## config.mk

```make
export PLATFORM = sky130hd
export DESIGN_NAME = matmul_out_collector_flat
export DESIGN_NICKNAME = d
export VERILOG_FILES = /design/src/rtl/matmul_out_collector_pkg.sv /design/src/rtl/matmul_out_collector_if.sv /design/src/rtl/matmul_out_collector_row_fifo.sv /design/src/rtl/matmul_out_collector.sv /design/src/flat_wrapper.sv
export SDC_FILE = /design/constraint.sdc
export NUM_CORES = 1
export LEC_CHECK = 0
export CORE_UTILIZATION = 59
export DETAILED_ROUTE_END_ITERATION = 16
export HOLD_SLACK_MARGIN = 0.03
export PLACE_DENSITY = 0.83
export SLEW_MARGIN = 0
export SYNTH_ARGS = -nofsm -noshare
export SYNTH_HDL_FRONTEND = slang
export SYNTH_SLANG_ARGS = --single-unit
```

## constraint.sdc

```tcl
create_clock -name clk -period 3 [get_ports clk]
set_input_delay 0.6 -clock clk [delete_from_list [all_inputs] [get_ports clk]]
set_output_delay 0.6 -clock clk [all_outputs]
set_load 0.01 [all_outputs]
```

## src/rtl/matmul_out_collector_pkg.sv

```systemverilog
// Shared definitions for the matmul output collector: state encoding and
// default element format (signed Q8.8 in 16 bits).
package matmul_pkg;

  localparam int unsigned DEFAULT_WIDTH      = 16;
  localparam int unsigned DEFAULT_FRAC_WIDTH = 8;

  typedef enum logic [1:0] {
    COLL_IDLE    = 2'd0,
    COLL_COLLECT = 2'd1,
    COLL_DONE    = 2'd2
  } coll_state_e;

endpackage

```

## src/rtl/matmul_out_collector_if.sv

```systemverilog
// Row-stream bundle between the matmul core, the collector and its consumer.
// master drives rows/ready/enable, slave is the collector.
interface matmul_out_collector_if
  import matmul_pkg::*;
#(
  parameter int WIDTH             = DEFAULT_WIDTH,
  parameter int W_OUTER_DIMENSION = 6
);

  localparam int ROW_W = WIDTH * W_OUTER_DIMENSION;

  logic             en_collector;
  logic             in_row_valid;
  logic [ROW_W-1:0] in_row_data;
  logic             in_row_last;
  logic             out_valid;
  logic             out_ready;
  logic [ROW_W-1:0] out_data;
  logic             out_last;
  logic             out_done;
  logic             err_overflow;
  logic             err_last;

  modport master (
    output en_collector, in_row_valid, in_row_data, in_row_last, out_ready,
    input  out_valid, out_data, out_last, out_done, err_overflow, err_last
  );

  modport slave (
    input  en_collector, in_row_valid, in_row_data, in_row_last, out_ready,
    output out_valid, out_data, out_last, out_done, err_overflow, err_last
  );

endinterface

```

## src/rtl/matmul_out_collector_row_fifo.sv

```systemverilog
// Row buffer: power-of-two depth circular FIFO with a registered head entry
// so the consumer sees a flop output with one cycle of write-to-read latency.
module row_fifo #(
  parameter int DATA_W = 97,
  parameter int DEPTH  = 4
) (
  input  logic              clk,
  input  logic              rst_n,
  input  logic              push_i,
  input  logic              pop_i,
  input  logic [DATA_W-1:0] wdata_i,
  output logic [DATA_W-1:0] head_o,
  output logic              full_o,
  output logic              empty_o
);

  localparam int PTR_W = (DEPTH > 1) ? $clog2(DEPTH) : 1;
  localparam int CNT_W = PTR_W + 1;

  logic [DATA_W-1:0] mem_q [DEPTH];
  logic [PTR_W-1:0]  wr_ptr_q, wr_ptr_d;
  logic [PTR_W-1:0]  rd_ptr_q, rd_ptr_d;
  logic [CNT_W-1:0]  count_q, count_d;
  logic [DATA_W-1:0] head_q, head_d;
  logic              valid_q, valid_d;
  logic              full_s, push_ok_s, pop_ok_s;

  // A push into a full buffer is only legal when the head leaves in the same cycle.
  always_comb begin
    full_s    = (count_q == CNT_W'(DEPTH));
    pop_ok_s  = pop_i & valid_q;
    push_ok_s = push_i & (~full_s | pop_ok_s);
  end

  // Pointer, occupancy and head-entry next state.
  always_comb begin
    wr_ptr_d = wr_ptr_q;
    rd_ptr_d = rd_ptr_q;
    count_d  = count_q;
    if (push_ok_s) begin
      wr_ptr_d = wr_ptr_q + PTR_W'(1);
    end else begin
      wr_ptr_d = wr_ptr_q;
    end
    if (pop_ok_s) begin
      rd_ptr_d = rd_ptr_q + PTR_W'(1);
    end else begin
      rd_ptr_d = rd_ptr_q;
    end
    case ({push_ok_s, pop_ok_s})
      2'b10:   count_d = count_q + CNT_W'(1);
      2'b01:   count_d = count_q - CNT_W'(1);
      default: count_d = count_q;
    endcase
    // The incoming row becomes the head when it lands in the slot being read next.
    if (push_ok_s && (wr_ptr_q == rd_ptr_d)) begin
      head_d = wdata_i;
    end else begin
      head_d = mem_q[rd_ptr_d];
    end
    valid_d = (count_d != {CNT_W{1'b0}});
  end

  // Storage array write.
  always_ff @(posedge clk or negedge rst_n) begin
    if (!rst_n) begin
      for (int i = 0; i < DEPTH; i++) begin
        mem_q[i] <= '0;
      end
    end else if (push_ok_s) begin
      mem_q[wr_ptr_q] <= wdata_i;
    end
  end

  // Pointer, count and head registers.
  always_ff @(posedge clk or negedge rst_n) begin
    if (!rst_n) begin
      wr_ptr_q <= '0;
      rd_ptr_q <= '0;
      count_q  <= '0;
      head_q   <= '0;
      valid_q  <= 1'b0;
    end else begin
      wr_ptr_q <= wr_ptr_d;
      rd_ptr_q <= rd_ptr_d;
      count_q  <= count_d;
      head_q   <= head_d;
      valid_q  <= valid_d;
    end
  end

  assign head_o  = head_q;
  assign full_o  = full_s;
  assign empty_o = ~valid_q;

endmodule

```

## src/rtl/matmul_out_collector.sv

```systemverilog
// Collects the I_OUTER_DIMENSION result rows of one matmul into a small FIFO
// and streams them downstream. Optional ReLU at push time: MATMUL_COLLECTOR_RELU_EN.
module matmul_out_collector
  import matmul_pkg::*;
#(
  parameter int WIDTH             = DEFAULT_WIDTH,
  parameter int FRAC_WIDTH        = DEFAULT_FRAC_WIDTH,
  parameter int W_OUTER_DIMENSION = 6,
  parameter int I_OUTER_DIMENSION = 12,
  parameter int FIFO_DEPTH        = 4
) (
  input logic                    clk,
  input logic                    rst_n,
  matmul_out_collector_if.slave  bus
);

  localparam int ROW_W     = WIDTH * W_OUTER_DIMENSION;
  localparam int CNT_W     = $clog2(I_OUTER_DIMENSION + 1);
  localparam int INT_WIDTH = WIDTH - FRAC_WIDTH;
  // Sign bit of a Q(INT.FRAC) element, relative to the element's LSB.
  localparam int SIGN_BIT  = INT_WIDTH + FRAC_WIDTH - 1;
`ifdef MATMUL_COLLECTOR_RELU_EN
  localparam bit RELU_EN   = 1'b1;
`else
  localparam bit RELU_EN   = 1'b0;
`endif

  coll_state_e      state_q, state_d;
  logic [CNT_W-1:0] in_cnt_q, in_cnt_d;
  logic             err_ov_q, err_ov_d;
  logic             err_last_q, err_last_d;

  logic             collect_en_s, pop_s, push_s, arrive_s, overflow_s;
  logic             row_slot_s, last_exp_s;
  logic             fifo_full_s, fifo_empty_s;
  logic [ROW_W:0]   fifo_head_s;
  logic [ROW_W-1:0] relu_row_s, push_row_s;

  // Negative elements clamp to zero when the ReLU build is selected.
  always_comb begin
    relu_row_s = bus.in_row_data;
    for (int j = 0; j < W_OUTER_DIMENSION; j++) begin
      if (bus.in_row_data[j*WIDTH + SIGN_BIT]) begin
        relu_row_s[j*WIDTH +: WIDTH] = {WIDTH{1'b0}};
      end else begin
        relu_row_s[j*WIDTH +: WIDTH] = bus.in_row_data[j*WIDTH +: WIDTH];
      end
    end
    push_row_s = RELU_EN ? relu_row_s : bus.in_row_data;
  end

  // Handshake qualification; rows past the last index are silently ignored.
  always_comb begin
    collect_en_s = bus.en_collector & (state_q == COLL_COLLECT);
    pop_s        = collect_en_s & ~fifo_empty_s & bus.out_ready;
    row_slot_s   = (in_cnt_q < CNT_W'(I_OUTER_DIMENSION));
    arrive_s     = collect_en_s & bus.in_row_valid & row_slot_s;
    push_s       = arrive_s & (~fifo_full_s | pop_s);
    overflow_s   = arrive_s & fifo_full_s & ~pop_s;
    last_exp_s   = (in_cnt_q == CNT_W'(I_OUTER_DIMENSION - 1));
  end

  // Row counter and sticky error next state.
  always_comb begin
    in_cnt_d   = in_cnt_q;
    err_ov_d   = err_ov_q | overflow_s;
    err_last_d = err_last_q | (push_s & (bus.in_row_last != last_exp_s));
    if (state_q == COLL_IDLE) begin
      in_cnt_d = {CNT_W{1'b0}};
    end else if (push_s) begin
      in_cnt_d = in_cnt_q + CNT_W'(1);
    end else begin
      in_cnt_d = in_cnt_q;
    end
  end

  // FSM next state.
  always_comb begin
    state_d = state_q;
    case (state_q)
      COLL_IDLE: begin
        if (bus.en_collector) begin
          state_d = COLL_COLLECT;
        end else begin
          state_d = COLL_IDLE;
        end
      end
      COLL_COLLECT: begin
        if (pop_s && fifo_head_s[ROW_W]) begin
          state_d = COLL_DONE;
        end else begin
          state_d = COLL_COLLECT;
        end
      end
      COLL_DONE: begin
        if (!bus.en_collector) begin
          state_d = COLL_IDLE;
        end else begin
          state_d = COLL_DONE;
        end
      end
      default: state_d = COLL_IDLE;
    endcase
  end

  // FSM state, row counter and sticky error registers.
  always_ff @(posedge clk or negedge rst_n) begin
    if (!rst_n) begin
      state_q    <= COLL_IDLE;
      in_cnt_q   <= '0;
      err_ov_q   <= 1'b0;
      err_last_q <= 1'b0;
    end else begin
      state_q    <= state_d;
      in_cnt_q   <= in_cnt_d;
      err_ov_q   <= err_ov_d;
      err_last_q <= err_last_d;
    end
  end

  // Each entry carries a tag bit marking the final row of the matmul.
  row_fifo #(
    .DATA_W (ROW_W + 1),
    .DEPTH  (FIFO_DEPTH)
  ) u_row_fifo (
    .clk     (clk),
    .rst_n   (rst_n),
    .push_i  (push_s),
    .pop_i   (pop_s),
    .wdata_i ({last_exp_s, push_row_s}),
    .head_o  (fifo_head_s),
    .full_o  (fifo_full_s),
    .empty_o (fifo_empty_s)
  );

  // FSM outputs.
  always_comb begin
    bus.out_valid    = ~fifo_empty_s & (state_q == COLL_COLLECT);
    bus.out_data     = fifo_head_s[ROW_W-1:0];
    bus.out_last     = bus.out_valid & fifo_head_s[ROW_W];
    bus.out_done     = (state_q == COLL_DONE);
    bus.err_overflow = err_ov_q;
    bus.err_last     = err_last_q;
  end

endmodule

```

## src/flat_wrapper.sv

```systemverilog
// flat-port wrapper written by rule: the top's interface ports become plain ports
module matmul_out_collector_flat import matmul_pkg::*;
#(
  parameter int WIDTH             = DEFAULT_WIDTH,
  parameter int FRAC_WIDTH        = DEFAULT_FRAC_WIDTH,
  parameter int W_OUTER_DIMENSION = 6,
  parameter int I_OUTER_DIMENSION = 12,
  parameter int FIFO_DEPTH        = 4
)
  (clk, rst_n, bus_en_collector, bus_in_row_valid, bus_in_row_data, bus_in_row_last, bus_out_ready, bus_out_valid, bus_out_data, bus_out_last, bus_out_done, bus_err_overflow, bus_err_last);
  matmul_out_collector_if #(.WIDTH(WIDTH), .W_OUTER_DIMENSION(W_OUTER_DIMENSION)) bus_i ();
  input logic clk;
  input logic rst_n;
  input wire logic [$bits(bus_i.en_collector)-1:0] bus_en_collector;
  input wire logic [$bits(bus_i.in_row_valid)-1:0] bus_in_row_valid;
  input wire logic [$bits(bus_i.in_row_data)-1:0] bus_in_row_data;
  input wire logic [$bits(bus_i.in_row_last)-1:0] bus_in_row_last;
  input wire logic [$bits(bus_i.out_ready)-1:0] bus_out_ready;
  output wire logic [$bits(bus_i.out_valid)-1:0] bus_out_valid;
  output wire logic [$bits(bus_i.out_data)-1:0] bus_out_data;
  output wire logic [$bits(bus_i.out_last)-1:0] bus_out_last;
  output wire logic [$bits(bus_i.out_done)-1:0] bus_out_done;
  output wire logic [$bits(bus_i.err_overflow)-1:0] bus_err_overflow;
  output wire logic [$bits(bus_i.err_last)-1:0] bus_err_last;
  assign bus_i.en_collector = bus_en_collector;
  assign bus_i.in_row_valid = bus_in_row_valid;
  assign bus_i.in_row_data = bus_in_row_data;
  assign bus_i.in_row_last = bus_in_row_last;
  assign bus_i.out_ready = bus_out_ready;
  assign bus_out_valid = bus_i.out_valid;
  assign bus_out_data = bus_i.out_data;
  assign bus_out_last = bus_i.out_last;
  assign bus_out_done = bus_i.out_done;
  assign bus_err_overflow = bus_i.err_overflow;
  assign bus_err_last = bus_i.err_last;
  matmul_out_collector #(.WIDTH(WIDTH), .FRAC_WIDTH(FRAC_WIDTH), .W_OUTER_DIMENSION(W_OUTER_DIMENSION), .I_OUTER_DIMENSION(I_OUTER_DIMENSION), .FIFO_DEPTH(FIFO_DEPTH)) u_core (.clk(clk), .rst_n(rst_n), .bus(bus_i));
endmodule
```

==> impl_metrics.yaml, run 1 <==
status:
  status: "completed"
synth:
  synth_top_area_share_pct: 46.49
  synth_xor_area_share_pct: 0.4083
  avgSynthCellArea_um2: 11.11
  synth_edf_count: 0
  synth-compound-area-share_pct: 14.30
  yosysTopAreaCell: "dfrtp_1"
  synthFlopType: "dfrtp_1"
  synth_area_leaders: "dfrtp_1 46%, mux2_2 24%, o21ai_0 7.2%"
  yosysSeqAreaShare_pct: 46.49
  synth_top_family_by_area: "multiplexers"
  yosys_warnings: 0
  synthMuxAreaShare_pct: 24.24
  ys_ff_latch: 501
  synth_fp_nets: 2536
  synth-simple-area-share_pct: 7.887
  syn-cell-area_mm2: 0.02697
  synth.distinct_cells: 45
  synth_adder_area_share_pct: 0.3526
  synthCells: 2427
  async_flop_share_pct: 100.0
clock_tree:
  clk_latency_ns: 0.60
  clkSinkCount: 501
  clock_path_buffers: 3
  cts_root_buf: "clkbuf_16"
  post_cts_buffers: 0
  cts_tree: "built"
  clkSlewWorstSetupHoldPaths_ns: 0.06
  cts_resized: 0
  cts_made_buffers: 54
  htreeDepth: 2
route:
  wl_per_cell_um: 21.27
  dr.pass1.iters: 5
  vias_per_cell: 6.365
  met2_length_um: 32640
  highest-signal-layer: "met5"
  ant_nets: 0
  num_vias: 19690
  wl_met3_um: 3690
  drc: 0
  wl_um: 65820
  drt_first_iter_violations: 1753
  wl_met1_um: 27710
sta:
  finalHoldViolCount: 0
  timing.final.crit_share_pct: 87.43
  final.setup.worst_slack_ns: 0.3771
  slew_headroom_pct: 39.72
  skew_ns: 0.01451
  slew_viol_final: 0
  finalSetupViolCount: 0
  layout_min_cycle_time_ns: 2.623
  rsz0062_at_grt: "false"
  max_freq_mhz: 381.3
  tightest_slew_ns: 0.9043
critical_path:
  start_kind: "primary input"
  worstSetupPathType: "primary input to register"
  cp_max_fo: 3
  cp.arrival_ns: 3.10
  reg2reg_from: "u_core.u_row_fifo.count_q[2]$_DFF_PN0_"
  reg2reg_slack_ns: 0.39
  reg2reg_depth: 8
  cp-end-kind: "register"
  cp.required_ns: 3.48
  r2r_end: "u_core.u_row_fifo.valid_q$_DFF_PN0_"
min_path:
  hold_path_class: "register to register"
  hold_end: "u_core.bus.err_last$_DFF_PN0_"
  holdCritStartpoint: "u_core.bus.err_last$_DFF_PN0_"
  hold_path_depth: 1
layout:
  fin_area_mm2: 0.03086
  final_layout_size_suffix_gt1_share_pct: 30.08
  synthToLayoutAreaGrowth_pct: 14.42
  layout_common_cells: "578 x mux2_2, 499 x dfrtp_1, 390 x o21ai_0"
  final_net_count: 2568
  final_common_cell: "mux2_2"
  fin_util_pct: 69.18
  fill_cells: 3115
global_routing:
  grt_util_all_layers_pct: 28.06
  grt_pass1_wl_um: 105200
  grt_overflow: 0
  grt_pass1_vias: 20300
  antenna_found_initial: 2
  grt_start_max_net_pins: 94
floorplanning:
  initial_core_util_pct: 60.46
  dieArea_mm2: 0.04657
  die_w_um: 215.8
  row_count: 77
  core_area_mm2: 0.04461
  die_h_um: 215.8
  top_level_ports: 203
placement:
  gp_congestion: 0.7892
  placedInstanceArea_mm2: 0.02913
  pre_cts_slack_ns: -0.2053
  hpwl_um: 39310
  portBuffers: 202
pwr:
  power.leakage_nw: 12.94
  irDropWorstVdd_v: 0.0006265
  p_per_area_mw_per_mm2: 1152
flow_run:
  drv_cap: 0
==> synth_stat cells, types with 2 or more instances <==
cell	number
xor2_1	4
ha_1	6
a221oi_1	95
dfrtp_1	501
buf_2	86
and2_1	2
inv_1	5
nand2_1	104
nand2_2	3
buf_6	5
o311a_1	96
mux2i_1	3
nor2b_1	97
nor3_1	2
nor2_1	106
buf_4	100
nand2b_1	96
xnor2_1	6
o21ai_0	390
nor3b_1	2
mux2_2	578
buf_1	4
clkbuf_1	114
==> routing by layer <==
metal / track usage, % / vias up
li1: - / 8792
met1: 35.55 / 10040
met2: 48.05 / 712
met3: 4.271 / 145
met4: 11.42 / 2
met5: 0 / -
==> worst max-delay path: stages <==
cell             delay [ns]
clkdlybuf4s50_1        0.60
nand3b_4               0.14
a2111oi_4              0.36
inv_1                  0.08
ha_1                   0.23
fa_1                   0.43
mux2_2                 0.28
or3_1                  0.38
==> final cells by class <==
type	instances	area, µm²	share of cell area, %
clock buffers	88	1640	5.315
repair buffers	285	3065	9.934
well taps	592	740.7	2.400
inverters	6	25.02	0.08109
multi-input cells	1611	12760	41.35
diodes	2	5.005	0.01622
clock inverters	9	77.57	0.2514
flip-flops and latches	501	12540	40.65
==> sequential cells by signal, indices dropped and copies added (netlist names) <==
| name | count |
|---|---|
| u_core.bus.err_overflow | 1 |
| u_core.u_row_fifo.valid_q | 1 |
| u_core.u_row_fifo.rd_ptr_q | 2 |
| u_core.bus.err_last | 1 |
| u_core.state_q | 2 |
| u_core.in_cnt_q | 4 |
| u_core.u_row_fifo.head_o | 97 |
| u_core.u_row_fifo.wr_ptr_q | 2 |
| u_core.u_row_fifo.mem_q | 388 |
| u_core.u_row_fifo.count_q | 3 |
==> worst max path at each step <==
stage	from	end	slack (ns)	cells after the start
after floorplan	bus_out_ready	u_core.u_row_fifo.valid_q$_DFF_PN0_	0.16	10
after global placement	bus_en_collector	u_core.u_row_fifo.valid_q$_DFF_PN0_	-0.17	10
after detailed placement	bus_en_collector	u_core.u_row_fifo.valid_q$_DFF_PN0_	-0.21	8
after CTS	u_core.u_row_fifo.count_q[2]$_DFF_PN0_	u_core.u_row_fifo.valid_q$_DFF_PN0_	0.39	8
after global routing	u_core.u_row_fifo.count_q[2]$_DFF_PN0_	u_core.u_row_fifo.valid_q$_DFF_PN0_	0.28	10
final	bus_en_collector	u_core.u_row_fifo.valid_q$_DFF_PN0_	0.38	8
==> kinds of logic after synthesis <==
| group | count (synthesis) |
|---|---|
| AOI/OAI and AO/OA | 592 |
| DFF | 501 |
| adders and majority gates | 7 |
| muxes | 581 |
| xor gates and xnor gates | 11 |
| buffers and inverters | 315 |
| and+or+nand+nor | 420 |
==> power breakdown <==
group | internal, W | total [W] | switching (W)
Sequential | 0.0102 | 0.0124 | 0.00215
Combinational | 0.00885 | 0.0167 | 0.00786
Clock | 0.00379 | 0.00647 | 0.00267
Total | 0.0229 | 0.0355 | 0.0127
==> per-stage QoR <==
step	std cells	TNS [ns]	hold slack (ns)	total power [W]
5_1_grt	3093	0	0.4908	0.03771
6_report	3094	0	0.4582	0.03555
3_5_place_dp	2994	-0.9404	0.4470	0.02883
2_1_floorplan	2427	0	0.3044	0.02455
4_1_cts	3092	0	0.4682	0.03552
3_3_place_gp	2994	-0.1701	0.4446	0.02773
==> timing repair <==
action | in CTS | in global routing
setup endpoints to repair | 0 | 0
hold buffers | 1 | 0
endpoints found under the hold margin | 48 | 0
Note: power is estimated with default switching activity, not from simulation.
==> run 2: changes to the inputs <==
--- a/config.mk
+++ b/config.mk
@@ -5,10 +5,13 @@
 export SDC_FILE = /design/constraint.sdc
 export NUM_CORES = 1
 export LEC_CHECK = 0
-export CORE_UTILIZATION = 59
+export CELL_PAD_IN_SITES_DETAIL_PLACEMENT = 2
+export CELL_PAD_IN_SITES_GLOBAL_PLACEMENT = 2
+export CORE_UTILIZATION = 40
 export DETAILED_ROUTE_END_ITERATION = 16
 export HOLD_SLACK_MARGIN = 0.03
-export PLACE_DENSITY = 0.83
+export PLACE_DENSITY = 0.84
+export SKIP_LAST_GASP = 1
 export SLEW_MARGIN = 0
 export SYNTH_ARGS = -nofsm -noshare
 export SYNTH_HDL_FRONTEND = slang
==> run 2 against run 1 <==
  * Critical path depth up 2
  * Routed wire length is 34% higher
  * Combinational power grew 8%
  * Fmax fell by 0.46%
  * Non-clock buffer count is 8 lower
  * Core utilization shrank 22 points
  * Clock power is 7.4% higher
  * Design area is 1.1% higher
==> impl_metrics.yaml, run 2 (synthesis results as in run 1) <==
layout:
  fill_cells: 6527
  fin_area_mm2: 0.03119
  final_layout_size_suffix_gt1_share_pct: 30.07
  largest_reg_flops: 388
  top_register: "u_core.u_row_fifo.mem_q"
  final_net_count: 2563
  layout_common_cells: "578 x mux2_2, 499 x dfrtp_1, 390 x o21ai_0"
  synthToLayoutAreaGrowth_pct: 15.63
  final_common_cell: "mux2_2"
clock_tree:
  clkSinkCount: 501
  post_cts_buffers: 0
  clk_latency_ns: 0.61
  clock_path_buffers: 3
  cts_resized: 0
  clkSlewWorstSetupHoldPaths_ns: 0.06
  cts_tree: "built"
  hold_buffers: 1
  cts_made_buffers: 57
  cts_root_buf: "clkbuf_16"
  htreeDepth: 2
sta:
  timing.final.crit_share_pct: 87.84
  slew_viol_final: 0
  skew_ns: 0.01582
  final.setup.worst_slack_ns: 0.3649
  setup_tns_ns: 0
  finalHoldViolCount: 0
  finalSetupViolCount: 0
  layout_min_cycle_time_ns: 2.635
  tightest_slew_ns: 0.8420
  max_freq_mhz: 379.5
  slew_headroom_pct: 43.87
  rsz0062_at_grt: "false"
flow_run:
  drv_cap: 0
critical_path:
  cp_max_fo: 3
  cp.arrival_ns: 3.13
  slowest_stage: "fa_1"
  max_stage_delay_ns: 0.42
  crit_buf_inv: 2
  cp-end-kind: "register"
  critPathTopFamily: "adder cells"
  worstSetupPathType: "register to register"
  cp.required_ns: 3.49
  start_kind: "register"
  path_cells: "nor3b_1, buf_4, a2111oi_4, inv_1, ha_1, fa_1, xnor2_1, nor2_1, xor2_1, or3_1"
pwr:
  irDropWorstVdd_v: 0.001046
  total_power_w: 0.03759
  power.leakage_nw: 12.94
  p_per_area_mw_per_mm2: 1205
route:
  vias_per_cell: 5.928
  num_vias: 19930
  dr.pass1.iters: 5
  drt_first_iter_violations: 1090
  wl_um: 88210
  wl_per_cell_um: 26.25
  drc: 0
  ant_nets: 0
placement:
  portBuffers: 202
  placedInstanceArea_mm2: 0.02934
  hpwl_um: 52070
  gp_congestion: 0.7716
  pre_cts_slack_ns: -0.1746
global_routing:
  grt_pass1_vias: 23090
  grt_overflow: 0
  grt_util_all_layers_pct: 25.85
  grt_start_max_net_pins: 189
  grt_pass1_wl_um: 138400
  antenna_found_initial: 6
floorplanning:
  die_w_um: 261.7
  top_level_ports: 203
  dieArea_mm2: 0.06847
  initial_core_util_pct: 40.73
  row_count: 94
  core_area_mm2: 0.06622
  die_h_um: 261.7
min_path:
  hold_path_class: "register to register"
status:
  status: "completed"
-- run 2: changes by cell type in the layout (fill, tap and decap cells not counted), sizes merged --
cell,previous run,this run
inv,7,6
clkbuf,88,87
diode,2,3
buf,83,75
bufinv,1,3
clkinv,7,9
-- run 2: power breakdown --
part	leakage, nW	total [W]	internal (W)	switching (W)
logic	6.00	0.0180	0.00888	0.00910
registers	6.03	0.0127	0.0102	0.00243
clock network	0.906	0.00695	0.00409	0.00286
-- run 2: path summary, 6_finish.rpt --
path                       slack [ns]                                    from  depth (start not counted)                                  endpoint
setup reg to reg                 0.36  u_core.u_row_fifo.count_q[2]$_DFF_PN0_                         10       u_core.u_row_fifo.valid_q$_DFF_PN0_
max in group asynchronous        1.56                                   rst_n                          3   u_core.u_row_fifo.rd_ptr_q[0]$_DFF_PN0_
setup / recovery                 0.36  u_core.u_row_fifo.count_q[2]$_DFF_PN0_                         10       u_core.u_row_fifo.valid_q$_DFF_PN0_
hold / removal                   0.48           u_core.bus.err_last$_DFF_PN0_                          1             u_core.bus.err_last$_DFF_PN0_
hold reg to reg                  0.48           u_core.bus.err_last$_DFF_PN0_                          1             u_core.bus.err_last$_DFF_PN0_
min in group asynchronous        0.52                                   rst_n                          2  u_core.u_row_fifo.mem_q[300]$_DFFE_PN0P_
-- run 2: cell type report --
type | count | area (µm²) | area share, %
antenna | 3 | 7.507 | 0.02407
clock buffer | 87 | 1689 | 5.416
clock inverter | 12 | 135.1 | 0.4333
inverter | 6 | 25.02 | 0.08024
multi-input combinational | 1611 | 12760 | 40.92
sequential | 501 | 12540 | 40.22
tap | 864 | 1081 | 3.466
timing repair buffer | 277 | 2943 | 9.436
-- run 2: worst register-to-register path, cell delays in order (launching register included) --
cell,delay (ns)
dfrtp_1,0.39
nor3b_1,0.15
buf_4,0.16
a2111oi_4,0.38
inv_1,0.10
ha_1,0.25
fa_1,0.42
xnor2_1,0.16
nor2_1,0.07
xor2_1,0.15
or3_1,0.31
-- run 2: through the flow --
stage / std cells / hold WS, ns / util (%)
after global placement: 3258 / 0.4384 / 44.32
final: 3361 / 0.4794 / 47.10
after global routing: 3361 / 0.5049 / 47.10
after CTS: 3358 / 0.4875 / 47.09
after detailed placement: 3258 / 0.4625 / 44.32
after floorplan: 2427 / 0.3044 / -
-- run 2: layer usage --
layer  global-route usage (%)  up-vias  part of all wire (%)
li1                         -     8757                     -
met1                    33.13    10630                    43
met2                    45.21      378                    51
met3                    2.884      153                   2.9
met4                    8.802        6                   2.5
met5                        0        -                 0.051
==> run 3: changes to the inputs <==
--- a/config.mk
+++ b/config.mk
@@ -5,6 +5,7 @@
 export SDC_FILE = /design/constraint.sdc
 export NUM_CORES = 1
 export LEC_CHECK = 0
+export CAP_MARGIN = 20
 export CELL_PAD_IN_SITES_DETAIL_PLACEMENT = 2
 export CELL_PAD_IN_SITES_GLOBAL_PLACEMENT = 2
 export CORE_UTILIZATION = 40
==> results of run 3 <==
Final layout, timing and power as in run 2 (identical DEF).
